## config.mk

```make
export PLATFORM = sky130hd
export DESIGN_NAME = debug_frame_tx
export DESIGN_NICKNAME = d
export VERILOG_FILES = /design/src/rtl/debug_frame_tx.sv
export SDC_FILE = /design/constraint.sdc
export NUM_CORES = 1
export LEC_CHECK = 0
export ABC_CLOCK_PERIOD_IN_PS = 3730
export CAP_MARGIN = 25
export CELL_PAD_IN_SITES_DETAIL_PLACEMENT = 0
export CELL_PAD_IN_SITES_GLOBAL_PLACEMENT = 1
export CORE_AREA = 2 2 106 108
export CTS_CLUSTER_SIZE = 12
export DETAILED_ROUTE_END_ITERATION = 10
export DIE_AREA = 0 0 108 110
export GPL_TIMING_DRIVEN = 0
export HOLD_SLACK_MARGIN = 0.15
export PLACE_DENSITY = 0.88
export SLEW_MARGIN = 20
export SYNTH_ARGS = -nofsm -noshare
export SYNTH_HDL_FRONTEND = slang
export SYNTH_SLANG_ARGS = --single-unit
export TNS_END_PERCENT = 20
```

## constraint.sdc

```tcl
create_clock -name clk -period 3.73 [get_ports clk]
set_clock_uncertainty 0.2 [all_clocks]
set_input_delay 0.746 -clock clk [delete_from_list [all_inputs] [get_ports clk]]
set_output_delay 0.746 -clock clk [all_outputs]
set_load 0.02 [all_outputs]
```

## src/rtl/debug_frame_tx.sv

```systemverilog
// debug_frame_tx: snapshots seven CPU debug bytes on capture and sends them
// as one UART 8N1 frame: SYNC_BYTE, debug_port1..debug_port7.
// Optional macro DEBUG_FRAME_CHECKSUM_EN appends a ninth byte, the XOR of
// the seven latched debug bytes (SYNC_BYTE excluded).
// Ports:
//   clk, reset          clock, synchronous active-high reset
//   capture             one-cycle request to latch ports and send a frame
//   debug_port1..7      debug bytes (debug_port1 = pc_curr[7:0])
//   tx                  registered serial line, idle high
//   busy                high while a frame is in flight
//   overrun             sticky, set when capture arrives while busy
module debug_frame_tx #(
    parameter int unsigned CLKS_PER_BIT = 868,
    parameter logic [7:0]  SYNC_BYTE    = 8'hA5
) (
    input  logic       clk,
    input  logic       reset,
    input  logic       capture,
    input  logic [7:0] debug_port1,
    input  logic [7:0] debug_port2,
    input  logic [7:0] debug_port3,
    input  logic [7:0] debug_port4,
    input  logic [7:0] debug_port5,
    input  logic [7:0] debug_port6,
    input  logic [7:0] debug_port7,
    output logic       tx,
    output logic       busy,
    output logic       overrun
);

    localparam logic [15:0] LAST_CNT = 16'(CLKS_PER_BIT - 1);

`ifdef DEBUG_FRAME_CHECKSUM_EN
    localparam int NB = 9;
    logic [7:0] chk;
    logic [8*(NB-1)-1:0] snap;
    assign chk = debug_port1 ^ debug_port2 ^ debug_port3 ^ debug_port4
               ^ debug_port5 ^ debug_port6 ^ debug_port7;
    assign snap = {chk, debug_port7, debug_port6, debug_port5,
                   debug_port4, debug_port3, debug_port2, debug_port1};
`else
    localparam int NB = 8;
    logic [8*(NB-1)-1:0] snap;
    assign snap = {debug_port7, debug_port6, debug_port5,
                   debug_port4, debug_port3, debug_port2, debug_port1};
`endif

    localparam logic [3:0] LAST_BYTE = 4'(NB - 1);

    typedef enum logic [1:0] {
        IDLE,
        START,
        DATA,
        STOP
    } state_t;

    state_t state, state_n;
    logic [15:0] cnt, cnt_n;
    logic [2:0]  bit_idx, bit_n;
    logic [3:0]  byte_idx, byte_n;
    logic [8*(NB-1)-1:0] payload;
    logic [8*NB-1:0] frame_bits;
    logic [6:0]  sel;
    logic [7:0]  cur_byte;
    logic        tx_n;
    logic        wrap;

    // Byte k of the frame lives at frame_bits[8k +: 8]; byte 0 is the sync.
    assign frame_bits = {payload, SYNC_BYTE};
    assign sel        = {byte_n, 3'b000};
    assign cur_byte   = frame_bits[sel +: 8];
    assign wrap       = (cnt == LAST_CNT);
    assign busy       = (state != IDLE);

    always_comb begin
        state_n = state;
        cnt_n   = cnt;
        bit_n   = bit_idx;
        byte_n  = byte_idx;
        unique case (state)
            IDLE: begin
                if (capture) begin
                    state_n = START;
                    cnt_n   = '0;
                    bit_n   = '0;
                    byte_n  = '0;
                end
            end
            START: begin
                cnt_n = wrap ? '0 : cnt + 16'd1;
                if (wrap) begin
                    state_n = DATA;
                    bit_n   = '0;
                end
            end
            DATA: begin
                cnt_n = wrap ? '0 : cnt + 16'd1;
                if (wrap) begin
                    if (bit_idx == 3'd7) state_n = STOP;
                    else                 bit_n   = bit_idx + 3'd1;
                end
            end
            STOP: begin
                cnt_n = wrap ? '0 : cnt + 16'd1;
                if (wrap) begin
                    if (byte_idx == LAST_BYTE) begin
                        state_n = IDLE;
                    end else begin
                        state_n = START;
                        byte_n  = byte_idx + 4'd1;
                    end
                end
            end
            default: state_n = IDLE;
        endcase
    end

    // tx is computed from the next state so the register output lines up
    // with the state it belongs to, without a combinational output path.
    always_comb begin
        tx_n = 1'b1;
        unique case (state_n)
            START:   tx_n = 1'b0;
            DATA:    tx_n = cur_byte[bit_n];
            default: tx_n = 1'b1;
        endcase
    end

    always_ff @(posedge clk) begin
        if (reset) begin
            state    <= IDLE;
            cnt      <= '0;
            bit_idx  <= '0;
            byte_idx <= '0;
            payload  <= '0;
            tx       <= 1'b1;
            overrun  <= 1'b0;
        end else begin
            state    <= state_n;
            cnt      <= cnt_n;
            bit_idx  <= bit_n;
            byte_idx <= byte_n;
            tx       <= tx_n;
            if (capture && state == IDLE) payload <= snap;
            if (capture && state != IDLE) overrun <= 1'b1;
        end
    end

endmodule
```

# Word level (Yosys, flattened, before mapping)
# Cells that the tools add are included.
# classes
n_addsub	3
magnitude_cmp	1
eq_ne	9
shifts	1
mux	22
n_reduce_logical	5
# ops
cell	n
$shiftx A64 B8 Y8	1
$mux W16	2
$pmux W16 S2	1
$add A16 B1 Y16 const B	1
$eq A16 B10 Y1 const B	1
$mux W3	4
$mux W4	3
$mux W2	5
$pmux W3 S3	1
$pmux W2 S4	1
$pmux W4 S2	1
$eq A2 B2 Y1 const B	3
$add A4 B1 Y4 const B	1
$eq A2 B1 Y1 const B	2
$eq A4 B3 Y1 const B	1
$lt A3 B4 Y1 const B	1
$add A3 B1 Y3 const B	1
$bmux W1 S3	1
$eq A3 B3 Y1 const B	1
$reduce_or A3 Y1	1
$logic_and A1 B1 Y1	2
$logic_not A2 Y1	1
$mux W1	2
$ne A2 B2 Y1 const B	1
other kinds (2)	2
# word_totals
reg_bits	83
input_bits	59

# Depth between registers and ports, before layout
# logic_depth
word_depth	8
ltp_mapped	13
mapped_depth_nobuf	11

# Worst setup path after synthesis
# No wires, ideal clock.
# synth_path
path_type	reg-to-reg
start	reg state[0]
end	reg tx
setup_ps	124
arrival_time_ps	2398
path_slack_ps	1007
stages_incl_launch_ff	13
path_buffers	2
synth_period_minus_slack_ps	2723
cell_sequence	dfxtp_1 -> inv_1 -> ha_1 -> nor2b_1 -> clkbuf_1 -> and4b_1 -> nor2_2 -> buf_6 -> a21oi_2 -> a21boi_1 -> a2111oi_2 -> nor4_1 -> o31ai_2
# synth_via
elab_chain_cells	6
word_cells_on_any_way	18
cone_classes	5 x eq/ne; 1 x shift; 11 x mux; 1 x reduce/logical
# synth_rtl
element	line	rtl
start, declared	57	state_t state, state_n;
start signal, assigned	139	state <= state_n;
$eq A2 B2 Y1 or $logic_not A2 Y1 (tied branches)	80	unique case (state)
$pmux W4 S2	80	
$shiftx A64 B8 Y8	71	assign cur_byte = frame_bits[sel +: 8];
$bmux W1 S3	124	DATA: tx_n = cur_byte[bit_n];
$mux W1 (implied by the code)	124	
$pmux W1 S2 *	122	unique case (state_n)
end signal, assigned	143	tx <= tx_n;
end, declared	26	output logic tx,
# Mark *: on every way between the ends. The rest lies on a longest branch, timed or not. The select of a mux whose other input is x is not followed.
# A chain may end at the register's enable or synchronous reset.

# Worst setup path after layout
# layout_path
start	in capture
end	reg tx
# layout_via
elab_chain_cells	6
word_cells_on_any_way	12
cone_classes	2 x eq/ne; 1 x shift; 9 x mux
# layout_rtl
element	line	rtl
start, declared	18	input logic capture,
$mux W4	82	if (capture) begin
$pmux W4 S2	80	
$shiftx A64 B8 Y8	71	
$bmux W1 S3	124	
$mux W1 (implied by the code)	124	
$pmux W1 S2 *	122	
# Marks and branches as above.

==> results.sh <==
export IMPL_fin_crit_sh_pct=87.9
export IMPL_worst_setup_path_start_kind="primary input"
export IMPL_port_buffers=60
export IMPL_r2r_slack_ns=0.48
export IMPL_cts_setup_buffers=0
export IMPL_dpl_hpwl_mm=8.40
export IMPL_start_util_pct=39.0
export IMPL_antenna_left=0
export IMPL_totalWireLength_mm=11.1
export IMPL_grt_max_degree=16
export IMPL_clkTransAtPathRegs_ns=0.09
export IMPL_yosysSeqAreaShare_pct=39.8
export IMPL_syn_nets=593
export IMPL_fmax_mhz=305
export IMPL_placed_area_um2=4950
export IMPL_critPathSlowestCell="clkdlybuf4s50_1"
export IMPL_finalSetupTns_ns=0
export IMPL_final_area_um2=5150
export IMPL_firstDrtPassIters=5
export IMPL_cts_tree="done"
export IMPL_synthArstFlopShare_pct=0
export IMPL_clock_sinks=83
export IMPL_yosysUniqueCellTypes=73
export IMPL_maxSlewHeadroom_pct=59.1
export IMPL_vias=3920
export IMPL_drive_gt1_share_pct=8.49
export IMPL_final_cell_mix="nand2_1 (138), dfxtp_1 (83), a21oi_1 (68), clkdlybuf4s50_1 (60), nor2_1 (34)"
export IMPL_worstSetupPathType="in -> reg"
export IMPL_critPathCapture="tx"
export IMPL_worstSkewPairLatency_ns=0.36
export IMPL_core_area_um2=10700
export IMPL_dieHeight_um=110
export IMPL_ys_warn_count=0
export IMPL_syn_avg_cell_area_um2=7.95
export IMPL_grt_pass1_vias=3911
export IMPL_critPathLaunch="capture"
export IMPL_fin_util_pct=48.1
export IMPL_syn_to_final_growth_pct=23.3
export IMPL_hold_path_class="reg -> reg"
export IMPL_crit_fanout=8
export IMPL_clk_path_buf_depth=2
export IMPL_cts_root_buffer="clkbuf_8"
export IMPL_grt_antenna_before_repair=0
export IMPL_crit_path_end_kind="flip-flop"
export IMPL_drt_iter0_markers=181
export IMPL_die_area_um2=11900
export IMPL_die_x_um=108
export IMPL_grt_pass1_wl_mm=18.3
export IMPL_diodes=0
export IMPL_holdWs_ns=0.257
export IMPL_drv_slew=0
export IMPL_slowest_delay_ns=0.58
export IMPL_final_common_cell="nand2_1"
export IMPL_drt_vias_per_instance=5.29
export IMPL_htreeDepth=3
export IMPL_p_per_area_nw_per_um2=379
export IMPL_remaining_drc_errors=0
export IMPL_synth_top_flop_cell="dfxtp_1"
export IMPL_status="complete, no violations"
export IMPL_postSynthCellCount=525
export IMPL_synth_seq_cells=83
export IMPL_fin_crit_ns=3.28
export IMPL_netlist_area_um2=4170
export IMPL_finalSetupViolations=0
export IMPL_hold_buffers=0
export IMPL_rows=38
export IMPL_ios=62
export IMPL_arrival_ns=3.35
export IMPL_worst_slack_ns=0.452
export IMPL_worst_r2r_path_depth=10
export IMPL_place_ws_ns=0.0977
export IMPL_tightestPinTransition_ns=0.614
export IMPL_gp_congestion=0.884
export IMPL_worst_r2r_endpoint="tx"
export IMPL_track_usage_pct=19.7
export IMPL_synth_edf_count=0
export IMPL_cp_cell_sequence="clkdlybuf4s50_1 > nand2b_1 > nand4b_1 > o21ai_1 > nand2_2 > and3_1 > a311oi_1 > o32a_1 > nand3_1 > o31ai_2"
export IMPL_max_cap_viol_count=0
export IMPL_finalHoldViolations=0
export IMPL_final_nets=664
export IMPL_peakVddDrop_uv=194
export IMPL_power_leakage_uw=0.00191
export IMPL_wl_per_cell_um=14.9
export IMPL_numCtsBuffers=9
export IMPL_rsz0062_at_grt="false"
export IMPL_reg2reg_from="cnt[0]"
export IMPL_grt_ovfl_total=0
export IMPL_required_ns=3.80
export IMPL_cts_repair_resized=0
## report_power, final
group          internal [uW]  switching [uW]
clock                    313             344
combinational            139             179
sequential               941            33.4
## how the worst min path moves through the flow
stage / startpoint / endpoint / slack, ns / cells past startpoint
6_report: payload[1] / payload[1] / 0.26 / 2
5_1_grt: payload[31] / payload[31] / 0.28 / 2
2_1_floorplan: payload[21] / payload[21] / 0.23 / 2
3_5_place_dp: payload[1] / payload[1] / 0.25 / 2
4_1_cts: payload[1] / payload[1] / 0.26 / 2
3_3_place_gp: payload[36] / payload[36] / 0.24 / 2
## cell type report
class,count,area (um^2)
repair buffers,60,601
plain buffers,28,140
fillers,1089,5550
clock buffers,9,124
clock inverters,7,73.8
multi-input cells,407,2340
flip-flops and latches,83,1660
inverters,7,26.3
well taps,140,175
## state kept, by name, indices dropped and copies added, names as in the netlist
signal,count
payload,56
tx,1
overrun,1
cnt,16
bit_idx,3
state,2
byte_idx,4
## metrics by stage
stage,power (uW),cells
floorplan,1170,525
global route,2050,741
global placement,1310,725
finish,1950,741
detailed placement,1320,725
CTS,1960,741
## worst max-delay path: cells and delay by family
kind | cells | cell delay (ns)
simple gates | 5 | 0.92
compound gates | 4 | 1.10
buf+inv | 1 | 0.58
## cell usage after synthesis, types with 3 or more instances
cell type / n / share of area (%)
nand2b_1: 3 / 0.45
nand3_1: 23 / 2.8
a21oi_1: 68 / 8.2
and3_1: 5 / 0.75
or3_1: 3 / 0.45
o221ai_1: 3 / 0.63
nor2_1: 34 / 3.1
nor2b_1: 3 / 0.45
ha_1: 9 / 2.7
xnor2_1: 5 / 1.0
o21ai_1: 3 / 0.36
nand2_1: 138 / 12
o21a_1: 3 / 0.54
xor2_1: 8 / 1.7
a21o_1: 3 / 0.54
dfxtp_1: 83 / 40
nor3_1: 3 / 0.36
and2_1: 3 / 0.45
inv_1: 7 / 0.63
mux2i_1: 11 / 2.6
o21ai_0: 15 / 1.8
nand4_1: 5 / 0.75
o31a_1: 3 / 0.63
buf_6: 3 / 0.81
a31oi_1: 3 / 0.45
clkbuf_1: 20 / 1.8
## logic make-up (layout without fill, tap and decap cells)
group / after synthesis / after routing / synth area share, %
flops: 83 / 83 / 39.8
buf+inv: 35 / 111 / 3.99
simple gates: 244 / 244 / 28.2
mux: 13 / 13 / 3.18
compound gates: 128 / 128 / 19.4
fa+ha+maj: 9 / 9 / 2.70
xor+xnor: 13 / 13 / 2.73
## routing by layer
metal  vias up  wire [um]  track usage, %
met5         -          0               0
met4         0        196            5.95
met3        19        568            4.35
met2        98       5270            33.8
met1      1830       5030            24.7
li1       1973          -               -
Power figures use the tool's default switching activity.
